--- config.mk ---
export PLATFORM = sky130hd
export DESIGN_NAME = pattern_det
export DESIGN_NICKNAME = d
export VERILOG_FILES = /design/src/rtl/pattern_det.sv
export SDC_FILE = /design/constraint.sdc
export NUM_CORES = 1
export LEC_CHECK = 0
export BUFFER_PORTS_ARGS = -buffer_cell sky130_fd_sc_hd__buf_2
export CAP_MARGIN = 20
export CORE_MARGIN = 5
export CORE_UTILIZATION = 59
export CTS_BUF_LIST = sky130_fd_sc_hd__clkbuf_2
export DETAILED_ROUTE_END_ITERATION = 16
export HOLD_SLACK_MARGIN = 0.06
export PLACE_DENSITY_LB_ADDON = 0.12
export SLEW_MARGIN = 30
export SYNTH_ARGS = -nofsm -noshare
export SYNTH_HDL_FRONTEND = slang
export SYNTH_SLANG_ARGS = --single-unit
--- constraint.sdc ---
create_clock -name clock -period 2.64 [get_ports clock]
set_input_delay 0.132 -clock clock [delete_from_list [all_inputs] [get_ports clock]]
set_output_delay 0.132 -clock clock [all_outputs]
set_load 0.01 [all_outputs]
--- src/rtl/pattern_det.sv ---
// Serial pattern detector with run-time pattern, length and overlap mode.
// Optional saturating match counter enabled by defining MATCH_COUNT_EN.
module pattern_det #(
  parameter int MAX_LEN = 8,
  parameter int LEN_W   = $clog2(MAX_LEN + 1),
  parameter int COUNT_W = 8
) (
  input  logic               clock,
  input  logic               resetn,
  input  logic               cfg_load,
  input  logic [MAX_LEN-1:0] cfg_pattern,
  input  logic [LEN_W-1:0]   cfg_len,
  input  logic               cfg_overlap,
  input  logic               data_valid,
  input  logic               data_in,
`ifdef MATCH_COUNT_EN
  input  logic               count_clr,
  output logic [COUNT_W-1:0] match_count,
`endif
  output logic               match
);

  localparam logic [LEN_W-1:0] LEN_MAX = LEN_W'(MAX_LEN);

  generate
    if (MAX_LEN < 2 || MAX_LEN > 32 || COUNT_W < 1) begin : g_param_err
      $error("pattern_det: unsupported parameter set");
    end
  endgenerate

  logic [MAX_LEN-1:0] r_pat;
  logic [LEN_W-1:0]   r_len;
  logic               r_ovl;
  logic [MAX_LEN-1:0] r_hist;
  logic [LEN_W-1:0]   r_fill;
  logic               r_match;

  logic [LEN_W-1:0]   w_len_clamped;
  logic               w_shift;
  logic [MAX_LEN-1:0] w_hist_nxt;
  logic [LEN_W-1:0]   w_fill_nxt;
  logic [MAX_LEN-1:0] w_mask;
  logic               w_hit;

  always_comb begin
    w_len_clamped = cfg_len;
    if (cfg_len == '0)
      w_len_clamped = LEN_W'(1);
    else if (cfg_len > LEN_MAX)
      w_len_clamped = LEN_MAX;
  end

  // cfg_load owns the edge, so a simultaneous valid bit is dropped
  assign w_shift    = data_valid & ~cfg_load;
  assign w_hist_nxt = w_shift ? {r_hist[MAX_LEN-2:0], data_in} : r_hist;
  assign w_fill_nxt = !w_shift           ? r_fill :
                      (r_fill == LEN_MAX) ? r_fill : r_fill + LEN_W'(1);

  for (genvar i = 0; i < MAX_LEN; i++) begin : g_mask
    assign w_mask[i] = (i < int'(r_len));
  end

  assign w_hit = w_shift && (w_fill_nxt >= r_len) &&
                 (((w_hist_nxt ^ r_pat) & w_mask) == '0);

  always_ff @(posedge clock or negedge resetn) begin
    if (!resetn) begin
      r_pat   <= '0;
      r_len   <= LEN_MAX;
      r_ovl   <= 1'b1;
      r_hist  <= '0;
      r_fill  <= '0;
      r_match <= 1'b0;
    end else if (cfg_load) begin
      r_pat   <= cfg_pattern;
      r_len   <= w_len_clamped;
      r_ovl   <= cfg_overlap;
      r_hist  <= '0;
      r_fill  <= '0;
      r_match <= 1'b0;
    end else begin
      r_hist  <= w_hist_nxt;
      // non-overlap: restart the fill so the next match needs len fresh bits
      r_fill  <= (w_hit && !r_ovl) ? '0 : w_fill_nxt;
      r_match <= w_hit;
    end
  end

  assign match = r_match;

`ifdef MATCH_COUNT_EN
  localparam logic [COUNT_W-1:0] CNT_MAX = '1;
  logic [COUNT_W-1:0] r_count;

  always_ff @(posedge clock or negedge resetn) begin
    if (!resetn)
      r_count <= '0;
    else if (count_clr)
      r_count <= w_hit ? COUNT_W'(1) : '0;
    else if (w_hit && r_count != CNT_MAX)
      r_count <= r_count + COUNT_W'(1);
  end

  assign match_count = r_count;
`endif

endmodule

==> flow_summary_export.csv <==
group,metric,value,unit
timing,period_share,90.2,%
worst_setup_path,rr_worst_depth,12,
grt,gr-total-overflow,0,
routing,wl,2580,µm
power_and_ir_drop,cellLeakagePower,0.837,nW
timing,rsz0062_at_grt,"no",
clock_network,cts_buffers,3,
worst_setup_path,slowest_delay,440,ps
timing,post-route-min-period,2380,ps
floorplanning,ioPinCount,19,
layout,final_util,72.8,%
worst_setup_path,cp_data_arrival_time,2660,ps
logic_synthesis,synth-xor-area-share,6.08,%
clock_network,clk_path_buf_depth,2,
logic_synthesis,synth_simple_gate_area_share,9.72,%
logic_synthesis,netlist_area,1440,µm²
worst_setup_path,cpMaxStageDelayCell,"dfrtp_1",
placed_design,portBuffers,18,
timing,max_slew_margin,62.9,%
floorplanning,num_rows,18,
floorplanning,dieArea,3530,µm²
worst_setup_path,r2r_end,"r_fill[2]",
logic_synthesis,synth_mux_area_share,18.1,%
timing,final-max-slew-violation-count,0,
timing,hold_slack,100,ps
logic_synthesis,synth-adder-area-share,5.21,%
worst_setup_path,worstSetupEndpointType,"register",
logic_synthesis,netlist_instances,133,
worst_hold_path,worst_hold_path_type,"primary input to register",
power_and_ir_drop,switching_share,24.7,%
worst_setup_path,ff2ff_setup_slack,260,ps
routing,routed_via_density,5.23,
worst_setup_path,crit_type,"register to register",
placed_design,dp_hpwl,1900,µm
floorplanning,core_area,2410,µm²
layout,antenna_cells,0,
power_and_ir_drop,ir_drop,435,µV
clock_network,clock_sinks,26,
logic_synthesis,synth_top_family_by_area,"multiplexers",
routing,drc,0,
power_and_ir_drop,p_sw,0.209,mW
timing,finClkSkew,12.9,ps
grt,grt_pass1_wl,4670,µm
layout,fin_area,1760,µm²
placed_design,place.gp.congestion,0.780,
timing,final-setup-viol-count,0,
routing,firstDrtPassIters,3,
floorplanning,die_x,59.4,µm
routing,vias,1031,
logic_synthesis,yosysSeqAreaShare,45.3,%
timing,fin_setup_tns,0,ps
worst_hold_path,hold_depth,4,
timing,fmax,420,MHz
job,cap_violations,0,
clock_network,clkTransAtPathRegs,240,ps
routing,drt_iter0_markers,25,
clock_network,cts_tree,"built",
power_and_ir_drop,internal_power,0.638,mW
logic_synthesis,synth-seq-cells,26,
routing,antenna_left,0,
power_and_ir_drop,total_power,0.847,mW
timing,finalHoldViolCount,0,
worst_setup_path,worstSetupStartpoint,"r_fill[0]",
floorplanning,initial_core_util,59.8,%
worst_setup_path,path_cells,"inv_2, ha_1, nand2_1, o21ai_2, xnor2_2, ha_1, inv_1, a21boi_0, o41ai_1, a211oi_1, o311a_1, a211oi_1",
worst_setup_path,cp-endpoint,"r_fill[2]",
outcome,status,"completed",
layout,drive_gt1_share,26.3,%
logic_synthesis,syn_nets,157,
power_and_ir_drop,power_density,482,nW/µm²
clock_network,cts-root-buf,"clkbuf_2",
logic_synthesis,synth-compound-area-share,10.3,%
grt,grt_pass1_vias,1112,
power_and_ir_drop,power.share.sequential,52.5,%
logic_synthesis,ys_types,28,
power_and_ir_drop,pwr-share-clk,29.1,%
grt,antenna_found_initial,0,
layout,area_growth,21.8,%
worst_setup_path,crit_fanout,4,
logic_synthesis,ys.warnings.count,0,
power_and_ir_drop,p_comb_share,18.3,%
worst_setup_path,start_kind,"register",
timing,worstMarginPinSlew,556,ps
layout,nNetsFinal,192,
logic_synthesis,synth_area_per_cell,10.8,µm²
floorplanning,die_h,59.4,µm
routing,wl_per_cell,13.1,µm
placed_design,placed_area,1540,µm²
clock_network,clock_latency,350,ps
grt,grt_use_total,17.5,%
clock_network,h-tree-depth,1,
worst_setup_path,rr_startpoint,"r_fill[0]",
worst_setup_path,worstPathRequired,2920,ps
grt,grt_max_degree,30,
cells in the final DEF (no fill, tap or decap):
| cell type | count |
|---|---|
| dfrtp_1 | 24 |
| buf_2 | 18 |
| mux2i_1 | 16 |
| nor2_1 | 14 |
| dlygate4sd3_1 | 14 |
| mux2_2 | 9 |
| inv_1 | 7 |
| nand2_1 | 6 |
| o21ai_0 | 6 |
| ha_1 | 6 |
| xnor2_1 | 5 |
| a21oi_1 | 5 |
| xor2_1 | 4 |
| buf_4 | 4 |
| a211oi_1 | 3 |
| clkbuf_2 | 3 |
| or3_1 | 2 |
| o22ai_1 | 2 |
| nand2b_1 | 2 |
| dfstp_2 | 2 |
| nor2b_4 | 1 |
| nand4_1 | 1 |
| inv_2 | 1 |
| o21ai_2 | 1 |
| xnor2_2 | 1 |
| or2_2 | 1 |
| a22oi_2 | 1 |
| o21a_1 | 1 |
| a21boi_0 | 1 |
| o41ai_1 | 1 |
| o311a_1 | 1 |
| a211oi_2 | 1 |
| and3_1 | 1 |
| nand3b_1 | 1 |
| bufinv_16 | 1 |
cell families after synthesis:
logic type | count (synthesis)
AND/OR/NAND/NOR | 29
buffers and inverters | 14
AO/OA/AOI/OAI | 23
XOR/XNOR | 10
flip-flops | 26
adder cells (fa/ha/maj) | 6
multiplexers | 25
flip-flops by register name, summed over array words and instances, names as in the netlist:
register / count
match: 1
r_pat: 8
r_len: 4
r_fill: 4
r_ovl: 1
r_hist: 8
synthesized netlist by cell type (all sizes together):
library cell	n	area [µm²]
dfrtp	24	601
xnor2	6	52.6
buf	3	33.8
ha	6	75.1
a211oi	4	30.0
mux2i	16	160
nand4	1	6.26
mux2	9	101
inv	8	30.0
o21a	1	7.51
nand2b	2	12.5
nor2	14	52.6
dfstp	2	52.6
nor2b	1	13.8
o41ai	1	8.76
nand3b	1	7.51
or3	2	12.5
and3	1	6.26
or2	1	6.26
o22ai	2	12.5
clkbuf	3	11.3
nand2	6	22.5
a21boi	1	7.51
o311a	1	10.0
a21oi	5	25.0
o21ai	7	35.0
xor2	4	35.0
a22oi	1	12.5
power by group through the flow:
stage | logic [mW] | clock network, mW | registers (mW)
2_1_floorplan | 0.0986 | 0 | 0.446
3_3_place_gp | 0.129 | 0 | 0.452
3_5_place_dp | 0.132 | 0 | 0.452
4_1_cts | 0.149 | 0.254 | 0.446
5_1_grt | 0.176 | 0.270 | 0.449
6_report | 0.155 | 0.247 | 0.445
critical path, delay by kind of cell (launching register included):
kind                     cells  cell delay [ps]
flip-flops                   1              440
buffers and inverters        2              130
adder cells (fa/ha/maj)      2              440
AO/OA/AOI/OAI                6             1110
AND/OR/NAND/NOR              1               70
XOR/XNOR                     1              140
cell type report:
cell class,instances,area (µm²)
flip-flops and latches,26,653
inverters,8,30.0
clock inverters,1,30.0
well taps,30,37.5
fillers,178,654
clock buffers,3,15.0
repair buffers,36,260
multi-input cells,93,729
metrics by stage:
step / std cells / setup slack (ps)
2_1_floorplan: 133 / 516
3_3_place_gp: 177 / 428
3_5_place_dp: 177 / 287
4_1_cts: 195 / 263
5_1_grt: 197 / 30.1
6_report: 197 / 258
layer usage:
metal	part of all wire (%)	vias to the layer above	global-route usage (%)
met5	0	-	0
met4	1.9	0	9.06
met3	1.9	5	1.96
met2	52	9	29.6
met1	44	489	21.8
li1	-	528	-
timing repair:
item / CTS / global route
gates resized for setup: 0 / 5
setup endpoints to repair: 0 / 2
hold endpoints to repair: 37 / 0
hold buffers: 14 / 0
setup buffers: 0 / 2
worst min-delay path by stage:
stage	slack [ps]	start	to
global placement	150	resetn	r_len[2]
CTS	100	cfg_len[0]	r_len[0]
global route	100	cfg_len[0]	r_len[0]
detailed placement	150	resetn	r_len[2]
finish	100	cfg_len[0]	r_len[0]
floorplan	-160	resetn	match
Note: power is estimated with default switching activity, not from simulation.
